## src/rtl/invol_arbiter.sv

```systemverilog
// rtl/invol_arbiter.sv - round-robin arbiter for the shared involuntary-data response path
module invol_arbiter #(
  parameter int NUNITS    = 6,
  parameter int TIMEOUT   = 4096,
  parameter int UNIT_BITS = $clog2(NUNITS)
) (
  input  logic                 clk,
  input  logic                 rst,
  input  logic [NUNITS-1:0]    req,
  input  logic                 busy,
  input  logic [NUNITS-1:0]    unit_done,
  output logic [NUNITS-1:0]    grant,
  output logic [UNIT_BITS-1:0] owner,
  output logic                 active,
  output logic                 timeout_err,
  output logic [7:0]           abort_count
);

  localparam int TBITS = (TIMEOUT > 0) ? $clog2(TIMEOUT + 1) : 1;
  localparam logic [TBITS-1:0] TLIMIT = TBITS'(TIMEOUT);
  localparam logic [UNIT_BITS-1:0] LAST_UNIT = UNIT_BITS'(NUNITS - 1);

  typedef enum logic [1:0] {S_IDLE, S_WAIT, S_COOLDOWN} state_t;

  state_t               r_state, w_state_nxt;
  logic [NUNITS-1:0]    r_grant, w_grant_nxt;
  logic [UNIT_BITS-1:0] r_owner, w_owner_nxt;
  logic                 r_active, w_active_nxt;
  logic                 r_timeout_err, w_timeout_err_nxt;
  logic [7:0]           r_abort_count, w_abort_count_nxt;
  logic [UNIT_BITS-1:0] r_rr_ptr, w_rr_ptr_nxt;
  logic [TBITS-1:0]     r_timer, w_timer_nxt;

  logic                 w_found;
  logic [UNIT_BITS-1:0] w_sel;
  logic [UNIT_BITS-1:0] w_idx;
  logic                 w_first_cycle;
  logic                 w_owner_done;
  logic                 w_expired;
  logic                 w_end;

  function automatic logic [UNIT_BITS-1:0] wrap_add(input logic [UNIT_BITS-1:0] base,
                                                    input int off);
    int s;
    s = int'(base) + off;
    if (s >= NUNITS) s = s - NUNITS;
    return UNIT_BITS'(s);
  endfunction

  // First requester at or after rr_ptr, wrapping around.
  always_comb begin
    w_found = 1'b0;
    w_sel   = '0;
    w_idx   = '0;
    for (int i = 0; i < NUNITS; i++) begin
      w_idx = wrap_add(r_rr_ptr, i);
      if (!w_found && req[w_idx]) begin
        w_found = 1'b1;
        w_sel   = w_idx;
      end
    end
  end

  // The grant pulse marks the first WAIT cycle, where done is not yet accepted.
  assign w_first_cycle = |r_grant;
  assign w_owner_done  = unit_done[r_owner] && !w_first_cycle;
  assign w_expired     = (TIMEOUT != 0) && (r_timer == TLIMIT);

  always_comb begin
    w_state_nxt       = r_state;
    w_grant_nxt       = '0;
    w_owner_nxt       = r_owner;
    w_active_nxt      = r_active;
    w_timeout_err_nxt = 1'b0;
    w_abort_count_nxt = r_abort_count;
    w_rr_ptr_nxt      = r_rr_ptr;
    w_timer_nxt       = r_timer;
    w_end             = 1'b0;
    case (r_state)
      S_IDLE: begin
        if (!busy && w_found) begin
          w_state_nxt        = S_WAIT;
          w_grant_nxt[w_sel] = 1'b1;
          w_owner_nxt        = w_sel;
          w_active_nxt       = 1'b1;
          w_timer_nxt        = '0;
        end
      end
      S_WAIT: begin
        if (w_owner_done) begin
          w_end = 1'b1;
        end else if (w_expired) begin
          w_end             = 1'b1;
          w_timeout_err_nxt = 1'b1;
          if (r_abort_count != 8'hFF) w_abort_count_nxt = r_abort_count + 8'd1;
        end else if (r_timer != '1) begin
          w_timer_nxt = r_timer + 1'b1;
        end
        if (w_end) begin
          w_state_nxt  = S_COOLDOWN;
          w_active_nxt = 1'b0;
          w_rr_ptr_nxt = (r_owner == LAST_UNIT) ? '0 : r_owner + 1'b1;
        end
      end
      S_COOLDOWN: w_state_nxt = S_IDLE;
      default:    w_state_nxt = S_IDLE;
    endcase
  end

  always_ff @(posedge clk) begin
    if (rst) begin
      r_state       <= S_IDLE;
      r_grant       <= '0;
      r_owner       <= '0;
      r_active      <= 1'b0;
      r_timeout_err <= 1'b0;
      r_abort_count <= '0;
      r_rr_ptr      <= '0;
      r_timer       <= '0;
    end else begin
      r_state       <= w_state_nxt;
      r_grant       <= w_grant_nxt;
      r_owner       <= w_owner_nxt;
      r_active      <= w_active_nxt;
      r_timeout_err <= w_timeout_err_nxt;
      r_abort_count <= w_abort_count_nxt;
      r_rr_ptr      <= w_rr_ptr_nxt;
      r_timer       <= w_timer_nxt;
    end
  end

  assign grant       = r_grant;
  assign owner       = r_owner;
  assign active      = r_active;
  assign timeout_err = r_timeout_err;
  assign abort_count = r_abort_count;

endmodule
```

## config.mk

```make
export PLATFORM = sky130hd
export DESIGN_NAME = invol_arbiter
export DESIGN_NICKNAME = d
export VERILOG_FILES = /design/src/rtl/invol_arbiter.sv
export SDC_FILE = /design/constraint.sdc
export NUM_CORES = 1
export LEC_CHECK = 0
export BUFFER_PORTS_ARGS = -buffer_cell sky130_fd_sc_hd__buf_2
export CAP_MARGIN = 5
export CORE_UTILIZATION = 30
export DETAILED_ROUTE_END_ITERATION = 12
export GPL_TIMING_DRIVEN = 1
export PLACE_DENSITY_LB_ADDON = 0.08
export SYNTH_ARGS = -nofsm -noshare
export SYNTH_HDL_FRONTEND = slang
export SYNTH_SLANG_ARGS = --single-unit
export TNS_END_PERCENT = 5
```

## constraint.sdc

```tcl
create_clock -name clk -period 7.5 [get_ports clk]
set_input_delay 0.75 -clock clk [delete_from_list [all_inputs] [get_ports clk]]
set_output_delay 0.75 -clock clk [all_outputs]
set_load 0.01 [all_outputs]
```

; Word-level counts from Yosys, hierarchy flattened
; Index checks and enable logic that the tools add are counted.
; W data, S select, Z words.
[totals]
regBits = 37
ram_bits = 0
rom_bits = 0
mem_count = 0
latch_bits = 0
input_bits = 15
[classes]
eq_ne = 10
n_reduce_logical = 26
n_mul = 0
n_addsub = 14
mux = 49
order_cmp = 15
n_bitwise = 4
shift = 0
div = 0
[ops]
columns = op, n
row1 = $mux W13, 4
row2 = $mux W3, 13
row3 = $lt A3 B4 Y1 const B, 8
row4 = $pmux W13 S2, 1
row5 = $bmux W1 S3, 7
row6 = $ge A4 B3 Y1 const B, 5
row7 = $mux W1, 19
row8 = $sub A3 B3 Y3 const B, 6
row9 = $add A13 B1 Y13 const B, 1
row10 = $eq A13 B13 Y1 const B, 1
row11 = $ne A13 B13 Y1 const B, 1
row12 = $ne A2 B2 Y1 const B, 5
row13 = $add A3 B2 Y4 const B, 2
row14 = $add A3 B3 Y4 const B, 2
row15 = $add A8 B1 Y8 const B, 1
row16 = $logic_and A1 B1 Y1, 8
row17 = $ne A8 B8 Y1 const B, 1
row18 = $logic_not A1 Y1, 7
row19 = $reduce_and A2 Y1, 3
row20 = $reduce_or A3 Y1, 2
row21 = $reduce_or A6 Y1, 1
row22 = $reduce_and A5 Y1, 1
row23 = $add A3 B1 Y4 const B, 1
row24 = $mux W2, 2
row25 = 13 further kinds, 16

; Longest topological paths before layout
; Gate-level depths: netlist of the first run.
[logic_depth]
word_depth = 24
ltp_mapped = 13
depth_no_buf = 10

; Least setup slack after synthesis of the first run
; Ideal clock, no wire load.
[synth_timing]
path_kind = flip-flop to flip-flop
start = reg r_rr_ptr[0]
end = reg r_grant[1] (netlist: grant[1])
path_stages_with_launch = 13
slack_ns = 4.050
period_less_slack_ns = 3.450
setup_ns = 0.087
arrival_ns = 3.363
cell_sequence = dfxtp_1 > buf_6 > buf_2 > inv_1 > ha_1 > clkbuf_1 > buf_2 > a31oi_1 > or4_4 > nor4_1 > a311oi_1 > or4_4 > nor4b_2
[synth_via]
elab_chain_len = 24
[synth_lines]
columns = item, line_no
row1 = start: declaration, 31  ; logic [UNIT_BITS-1:0] r_rr_ptr, w_rr_ptr_nxt;
row2 = start signal: assignment, 127  ; r_rr_ptr <= w_rr_ptr_nxt;
row3 = branches (longest 24 deep; another with $add A3 B1 Y4), -
row4 = end signal: assignment, 122  ; r_grant <= w_grant_nxt;
row5 = end: declaration, 26  ; logic [NUNITS-1:0] r_grant, w_grant_nxt;
; Several ways; the timed one is not identified. The select of a mux whose other input is x is not followed.
; A chain may end at the register's enable or synchronous reset.

; Worst setup path in the final report of the first run
[layout_timing]
start = reg r_rr_ptr[0]
end = reg r_owner[0] (netlist: owner[0])
[layout_via]
elab_chain_len = 22
[layout_lines]
columns = item, line_no
row1 = branches (longest 22 deep; another with $add A3 B1 Y4), -
row2 = end signal: assignment, 123  ; r_owner <= w_owner_nxt;
row3 = end: declaration, 27  ; logic [UNIT_BITS-1:0] r_owner, w_owner_nxt;
; Several ways; the timed one is not identified. The select of a mux whose other input is x is not followed.

==> run_results.csv, run 1 <==
group,metric,value,unit
floorplan,coreArea,0.00838,mm^2
setup_path,end_kind,"register",
timing,fin_crit,4480,ps
setup_path,worstSetupPathType,"reg -> reg",
drt,post-route-drc-count,0,
setup_path,cp.required,7710,ps
floorplan,die_w,95.9,um
hold_path,worstHoldPathCells,2,
logic_synthesis,synth-edff-count,0,
timing,finalSetupViolations,0,
drt,antenna_left,0,
logic_synthesis,synth.area.mux_share,0.0478,
setup_path,slowest_stage,"dfxtp_1",
drt,via_per_inst,5.45,
logic_synthesis,synth_cell_types,66,
floorplan,dieArea,0.00919,mm^2
setup_path,worstPathMaxFanout,24,
floorplan,dieHeight,95.9,um
logic_synthesis,ys_async_sr_fraction,0,
timing,period_share,0.598,
layout,n_antenna_cell,0,
global_routing,antenna_found_initial,0,
logic_synthesis,synth_xor_area_frac,0.0724,
drt,vias,2485,
placed_design,gp_congestion,0.862,
logic_synthesis,netlist_area,0.00264,mm^2
clock_network,cts_resized,0,
logic_synthesis,synth_fa_ha_area_frac,0.0521,
floorplan,io-pin-count,34,
logic_synthesis,syn-instance-count,326,
status,status,"finished clean",
clock_network,h-tree-depth,2,
global_routing,grt_overflow,0,
logic_synthesis,syn_avg_cell_area,8.11,um^2
drt,drt_iter0_drc,149,
clock_network,clock_latency,290,ps
pwr,finalPower,1.02,mW
layout,drive_gt1_frac,0.171,
timing,finalMaxSlewViolations,0,
logic_synthesis,yosysSeqAreaShare,0.280,
setup_path,path_cells,"inv_1, ha_1, and4_1, o22ai_1, and4b_1, nor4_2, o41ai_2, nand2b_1, o21ai_0",
floorplan,rows,33,
clock_network,clockRootBuffer,"clkbuf_8",
global_routing,gr-usage-all-layers,0.163,
logic_synthesis,ys.flop_type,"dfxtp_1",
setup_path,start_kind,"register",
timing,maxSlewHeadroom,0.395,
layout,finalNetCount,376,
floorplan,floorplan.initialDensity,0.315,
logic_synthesis,synth_top_family_by_area,"simple AND/OR/NAND/NOR gates",
setup_path,worst-r2r-cell-count,9,
pwr,power.density,346,mW/mm^2
setup_path,critPathTopFamily,"compound AO/OA/AOI/OAI gates",
layout,syn_to_final_growth,11.8,%
setup_path,cp.buffers_inverters,1,
clock_network,cts-buffers-inserted,5,
global_routing,grt_max_degree,25,
clock_network,post_cts_buffers,0,
timing,worstMarginPinSlew,906,ps
timing,finalHoldViolations,0,
flow_run,maxCapViolations,0,
drt,wl_per_cell,15.1,um
logic_synthesis,mappedNetlistNets,352,
clock_network,cts_tree,"done",
global_routing,grt_pass1_wl,11.5,mm
setup_path,path_depth,9,
timing,grt_setup_unrepaired,"false",
logic_synthesis,yosysWarnings,0,
setup_path,cp.arrival,4690,ps
logic_synthesis,synthSimpleGateAreaFrac,0.293,
pwr,leakage,1.15,nW
global_routing,grt_pass1_vias,2233,
clock_network,ctsLongestPathBuffers,2,
clock_network,cts.sinks,37,
hold_path,hold_class,"reg -> reg",
placed_design,io_buffers,33,
logic_synthesis,ys_ff_latch,37,
logic_synthesis,synth_compound_area_frac,0.213,
layout,fin_util,0.352,
placed_design,hpwlAfterDp,5.17,mm
drt,drtPass1Iterations,4,
drt,drt_wl_total,6.90,mm
clock_network,postCtsHoldBufs,0,
timing,timing.fmax,223,MHz
pwr,vdd.ir_drop.worst,0.151,mV
setup_path,slowest_delay,920,ps
timing,clock_skew,8.65,ps
timing,setup_tns,0,ps
clock_network,clk_pin_slew,90,ps
## placed cells by master (no fill, tap or decap), drive strengths merged, types with 3 or more instances in the layout
master / n
nor3: 7
mux2i: 7
xor2: 12
and3: 9
ha: 11
nand3: 10
xnor2: 9
a211oi: 9
a21oi: 13
a21o: 3
nor4: 6
or4: 5
o311ai: 4
and4: 3
or3: 4
a31oi: 6
nand4: 9
o21ai: 11
and2: 4
o21bai: 3
o31ai: 3
nand2b: 3
mux2: 3
nor2b: 3
dfxtp: 37
nor2: 45
inv: 10
buf: 33
nand2: 26
clkbuf: 5
## sequential cells by signal, summed over array words and instances, names as in the netlist
signal	cells
active	1
r_timer	13
owner	3
grant	6
r_state	2
abort_count	8
r_rr_ptr	3
timeout_err	1
## worst min-delay path: stages (launching register included)
cell	delay, ps
dfxtp_1	320
nand2_1	50
a21oi_1	60
## final timing paths
check             slack (ps)        start  endpoint
setup / recovery        3020  r_rr_ptr[0]  owner[0]
hold / removal           480       active    active
setup reg to reg        3020  r_rr_ptr[0]  owner[0]
hold reg to reg          480       active    active
## metal layers
metal	part of all wire	routed length, um	track usage	vias up
li1	-	-	-	1262
met1	0.55	3780	0.245	1168
met2	0.41	2820	0.238	47
met3	0.032	221	0.0261	8
met4	0.011	75	0.0448	0
met5	0	0	0	-
## stage by stage
stage | instances | hold WS (ps) | worst slack (ps) | cell area, um^2
floorplan | 326 | 457 | 4050 | 2640
global placement | 448 | 464 | 3230 | 2860
detailed placement | 448 | 455 | 3040 | 2860
CTS | 456 | 477 | 3030 | 2950
global route | 456 | 506 | 2500 | 2950
finish | 456 | 477 | 3020 | 2950
## Yosys cell counts (all sizes together), types with 3 or more instances
cell / instances / share of area
nor2: 45 / 0.064
dfxtp: 37 / 0.28
nand2: 26 / 0.037
a21oi: 13 / 0.025
xor2: 12 / 0.040
ha: 11 / 0.052
o21ai: 11 / 0.021
nand3: 10 / 0.019
a211oi: 9 / 0.026
and3: 9 / 0.021
clkbuf: 9 / 0.013
inv: 9 / 0.013
nand4: 9 / 0.021
xnor2: 9 / 0.033
buf: 7 / 0.016
mux2i: 7 / 0.027
nor3: 7 / 0.015
a31oi: 6 / 0.017
nor4: 6 / 0.019
or4: 5 / 0.017
and2: 4 / 0.0095
o311ai: 4 / 0.016
or3: 4 / 0.0095
a21o: 3 / 0.0085
and4: 3 / 0.0099
mux2: 3 / 0.013
nand2b: 3 / 0.0071
nor2b: 3 / 0.0071
o21bai: 3 / 0.0085
o31ai: 3 / 0.0085
## area by class of cell
class / count / area, um^2
fillers: 864 / 5430
repair buffers: 33 / 165
inverters: 9 / 33.8
clock buffers: 5 / 68.8
flip-flops and latches: 37 / 741
well taps: 105 / 131
multi-input cells: 264 / 1790
clock inverters: 3 / 21.3
## kinds of logic after synthesis
logic type	after synthesis
AO/OA/AOI/OAI	76
XOR/XNOR	21
adder cells (fa/ha/maj)	11
buffers and inverters	25
flip-flops	37
multiplexers	11
AND/OR/NAND/NOR	145
## power by group
group	leakage, nW	switching [mW]	internal [mW]
clock	0.0445	0.0783	0.0660
combinational	0.809	0.379	0.227
sequential	0.300	0.0493	0.223
Power figures use the tool's default switching activity.
==> inputs of run 2 (changes only) <==
Clock period 7.5 ns to 4.1 ns, I/O delays scaled along.
==> run 2 against run 1 <==
Count of clock-buffer cells in the layout did not move. Register-to-register slack got worse by 2600 ps. Die area did not move. Global-route usage rose by 1.4 points. Critical path depth rose by 1. Via count rose by 1.6%. Sequential share of layout area fell by 0.56 points. Total power rose by 89%. Combinational power rose by 95%. Maximum frequency rose by 21%. Clock power rose by 88%.
==> run_results.csv, run 2 (synthesized netlist as in run 1, its figures left out) <==
group,metric,value,unit
flow_run,maxCapViolations,0,
floorplan,die_w,95.9,um
timing,worstMarginPinSlew,839,ps
clock_network,clockRootBuffer,"clkbuf_8",
hold_path,hold_class,"reg -> reg",
floorplan,floorplan.initialDensity,0.315,
drt,drt_iter0_drc,140,
clock_network,cts.sinks,37,
drt,drt_wl_total,7.19,mm
clock_network,post_cts_buffers,0,
floorplan,coreArea,0.00838,mm^2
setup_path,worstPathMaxFanout,10,
layout,syn_to_final_growth,14.3,%
hold_path,worstHoldPathCells,2,
drt,antenna_left,0,
layout,n_antenna_cell,0,
clock_network,cts-buffers-inserted,5,
hold_path,holdPathEnd,"active",
timing,hold_ws,472,ps
clock_network,clk_pin_slew,80,ps
layout,mostFrequentLayoutCells,"45 x nor2_1, 37 x dfxtp_1, 33 x buf_2",
timing,finalHoldViolations,0,
setup_path,end_kind,"register",
clock_network,cts_resized,0,
global_routing,antenna_found_initial,0,
layout,drive_gt1_frac,0.192,
hold_path,hold_start,"active",
setup_path,worst-r2r-cell-count,10,
status,status,"finished clean",
pwr,leakage,1.20,nW
floorplan,dieArea,0.00919,mm^2
placed_design,hpwlAfterDp,5.42,mm
drt,via_per_inst,5.43,
setup_path,rr_startpoint,"r_rr_ptr[1]",
timing,finalSetupViolations,0,
global_routing,grt_pass1_vias,2528,
timing,worst_slack,381,ps
setup_path,cp.required,4310,ps
placed_design,place_ws,481,ps
layout,final_common_cell,"nor2_1",
global_routing,grt_overflow,0,
setup_path,start_kind,"register",
floorplan,dieHeight,95.9,um
timing,timing.fmax,269,MHz
pwr,vdd.ir_drop.worst,0.280,mV
placed_design,dp.cells,457,
placed_design,gp_congestion,0.883,
setup_path,worstSetupPathType,"reg -> reg",
global_routing,gr-usage-all-layers,0.177,
clock_network,postCtsHoldBufs,0,
layout,largest-register,"r_timer",
drt,drtPass1Iterations,4,
timing,maxSlewHeadroom,0.436,
timing,clock_skew,2.78,ps
layout,stdcell_count,465,
pwr,finalPower,1.93,mW
timing,grt_setup_unrepaired,"false",
clock_network,h-tree-depth,2,
timing,fin_crit,3720,ps
placed_design,io_buffers,33,
clock_network,cts_tree,"done",
drt,wl_per_cell,15.5,um
timing,period_share,0.907,
timing,setup_tns,0,ps
setup_path,cp.arrival,3930,ps
floorplan,rows,33,
layout,largest_register_ffs,13,
setup_path,rrSetupSlack,380,ps
clock_network,ctsLongestPathBuffers,2,
floorplan,io-pin-count,34,
drt,vias,2526,
clock_network,clock_latency,290,ps
timing,finalMaxSlewViolations,0,
pwr,power.density,638,mW/mm^2
layout,finalNetCount,385,
global_routing,grt_max_degree,24,
drt,post-route-drc-count,0,
setup_path,timing.rr.end,"grant[1]",
global_routing,grt_pass1_wl,12.6,mm
==> run 2: cell types whose count changed in the layout (fill, tap and decap cells not counted), sizes merged <==
cell,before,now
buf,33,42
==> run 2: cell type report <==
cell class	instances	area [um^2]
inverters	9	33.8
repair buffers	42	233
clock inverters	3	21.3
multi-input cells	264	1790
clock buffers	5	68.8
fillers	897	5360
flip-flops and latches	37	741
well taps	105	131
==> run 2: per-stage QoR <==
stage,util,instance area (um^2)
floorplan,-,2640
global placement,0.350,2930
detailed placement,0.350,2930
CTS,0.361,3020
global route,0.361,3020
finish,0.361,3020
==> run 2: worst max-delay path by stage <==
stage,startpoint,to,cells past startpoint
6_report,r_rr_ptr[1],grant[1],10
5_1_grt,r_rr_ptr[1],r_timer[9],9
4_1_cts,r_rr_ptr[1],owner[0],9
3_5_place_dp,r_rr_ptr[1],owner[0],9
3_3_place_gp,r_rr_ptr[2],grant[1],11
2_1_floorplan,r_rr_ptr[0],grant[1],12
==> run 2: critical path: stages (launching register included) <==
cell,delay (ps)
dfxtp_1,510
inv_1,190
ha_1,410
nor2b_1,110
o31ai_1,350
nand2_1,170
o311ai_2,690
o21ai_0,190
and3_1,230
or4_4,520
nor4b_2,260
==> run 2: metal layers <==
metal  vias to the layer above  track usage  share of wire
met1                      1176        0.247           0.51
met3                        12       0.0355          0.048
met2                        62        0.271           0.42
li1                       1276            -              -
met4                         0       0.0572          0.022
met5                         -            0              0
==> run 2: power by group <==
group          switching (mW)  leakage [nW]  internal [mW]  total [mW]
registers              0.0661         0.300          0.408       0.474
logic                   0.729         0.855          0.455        1.18
clock network           0.150        0.0445          0.121       0.271
==> inputs of run 3 (changes only) <==
Settings changed: CORE_ASPECT_RATIO set to 1.2, CORE_UTILIZATION 30 to 53, CTS_CLUSTER_DIAMETER set to 100.
==> run 3 against run 2 <==
Critical path depth unchanged. Clock skew up 6.9 ps. Maximum frequency up 4.3%. Global-route usage up 7.3 points. Highest routed layer unchanged. Combinational power down 5%.
==> run_results.csv, run 3 (synthesized netlist as in run 1, its figures left out) <==
group,metric,value,unit
status,status,"finished clean",
drt,drt_wl_total,6.17,mm
pwr,vdd.ir_drop.worst,0.337,mV
flow_run,maxCapViolations,0,
drt,antenna_left,0,
setup_path,path_cells,"inv_1, ha_1, and4_1, o22ai_1, and4b_1, or4_4, nor4_1, a311oi_1, or4_4, nor4b_2",
clock_network,clock_latency,290,ps
clock_network,clockRootBuffer,"clkbuf_8",
drt,drtPass1Iterations,4,
hold_path,hold_class,"reg -> reg",
placed_design,io_buffers,33,
clock_network,post_cts_buffers,0,
timing,finalHoldViolations,0,
timing,finalSetupViolations,0,
placed_design,hpwlAfterDp,4.80,mm
setup_path,cp.arrival,3780,ps
floorplan,die_w,66.5,um
global_routing,grt_pass1_wl,10.1,mm
timing,fin_crit,3570,ps
layout,multi_input_area,0.00179,mm^2
setup_path,worstPathMaxFanout,10,
layout,syn_to_final_growth,10.5,%
pwr,finalPower,1.84,mW
drt,drt_iter0_drc,152,
timing,maxSlewHeadroom,0.485,
layout,seq_area,741,um^2
layout,final_common_cell,"nor2_1",
placed_design,gp_congestion,0.974,
layout,drive_gt1_frac,0.178,
clock_network,cts_tree,"done",
setup_path,slowest_stage,"dfxtp_1",
setup_path,cp.required,4310,ps
floorplan,dieArea,0.00527,mm^2
layout,largest_register_ffs,13,
drt,post-route-drc-count,0,
drt,via_per_inst,6.07,
pwr,leakage,1.17,nW
floorplan,io-pin-count,34,
timing,worstMarginPinSlew,765,ps
floorplan,floorplan.initialDensity,0.563,
setup_path,slowest_delay,530,ps
global_routing,grt_max_degree,23,
floorplan,coreArea,0.00470,mm^2
clock_network,cts-buffers-inserted,5,
timing,period_share,0.870,
setup_path,worstSetupPathType,"reg -> reg",
layout,finalNetCount,379,
layout,largest-register,"r_timer",
floorplan,dieHeight,79.4,um
setup_path,end_kind,"register",
layout,n_antenna_cell,0,
layout,mostFrequentLayoutCells,"45 x nor2_1, 37 x dfxtp_1, 33 x buf_2",
global_routing,antenna_found_initial,0,
layout,num-fill-cells,445,
pwr,power.density,631,mW/mm^2
setup_path,start_kind,"register",
timing,finalMaxSlewViolations,0,
timing,timing.fmax,280,MHz
global_routing,gr-usage-all-layers,0.250,
global_routing,grt_pass1_vias,2231,
clock_network,cts_resized,0,
floorplan,rows,27,
global_routing,grt_overflow,0,
clock_network,postCtsHoldBufs,0,
clock_network,cts.sinks,37,
drt,vias,2500,
timing,setup_tns,0,ps
clock_network,ctsLongestPathBuffers,2,
timing,clock_skew,9.65,ps
drt,wl_per_cell,15.0,um
clock_network,h-tree-depth,2,
setup_path,crit_top_cell,"or4_4",
timing,grt_setup_unrepaired,"false",
clock_network,clk_pin_slew,80,ps
==> run 3: cell types whose count changed in the layout (fill, tap and decap cells not counted), sizes merged <==
cell / before / now
clkinvlp: 1 / 0
buf: 42 / 36
inv: 10 / 9
clkinv: 1 / 3
==> run 3: layer usage <==
layer,up-vias,routed length [um],share of wire,GRT usage
met5,-,0,0,0
met4,0,223,0.036,0.126
met3,19,227,0.037,0.0503
met2,52,3040,0.49,0.424
met1,1166,2680,0.43,0.293
li1,1263,-,-,-
==> run 3: cell type report <==
cell class              instances  area share
repair buffers                 36      0.0643
clock inverters                 3     0.00772
multi-input cells             264       0.614
well taps                      58      0.0249
clock buffers                   5      0.0236
flip-flops and latches         37       0.254
inverters                       9      0.0116
==> run 3: path summary, 6_finish.rpt <==
kind	cells after the start	to	start	slack, ps
worst max-delay path	10	grant[1]	r_rr_ptr[1]	530
worst min-delay path	2	active	active	480
worst max register to register	10	grant[1]	r_rr_ptr[1]	530
worst min register to register	2	active	active	480
==> run 3: worst max-delay path, delay by kind of cell (launching register included) <==
family | cells | cell delay [ps]
compound gates | 2 | 230
fa+ha+maj | 1 | 520
buf+inv | 1 | 180
flops | 1 | 530
simple gates | 6 | 2020
==> run 3: report_power, final <==
part | switching, mW | internal (mW)
Sequential | 0.0600 | 0.408
Combinational | 0.692 | 0.428
Clock | 0.133 | 0.120
==> run 3: per-stage QoR <==
| step | cells | setup slack (ps) | area (um^2) | util | hold slack (ps) |
|---|---|---|---|---|---|
| global placement | 404 | 627 | 2830 | 0.602 | 476 |
| detailed placement | 404 | 558 | 2830 | 0.602 | 475 |
| floorplan | 326 | 650 | 2640 | - | 457 |
| CTS | 412 | 539 | 2920 | 0.622 | 487 |
| finish | 412 | 533 | 2920 | 0.622 | 478 |
| global route | 412 | 127 | 2920 | 0.622 | 500 |
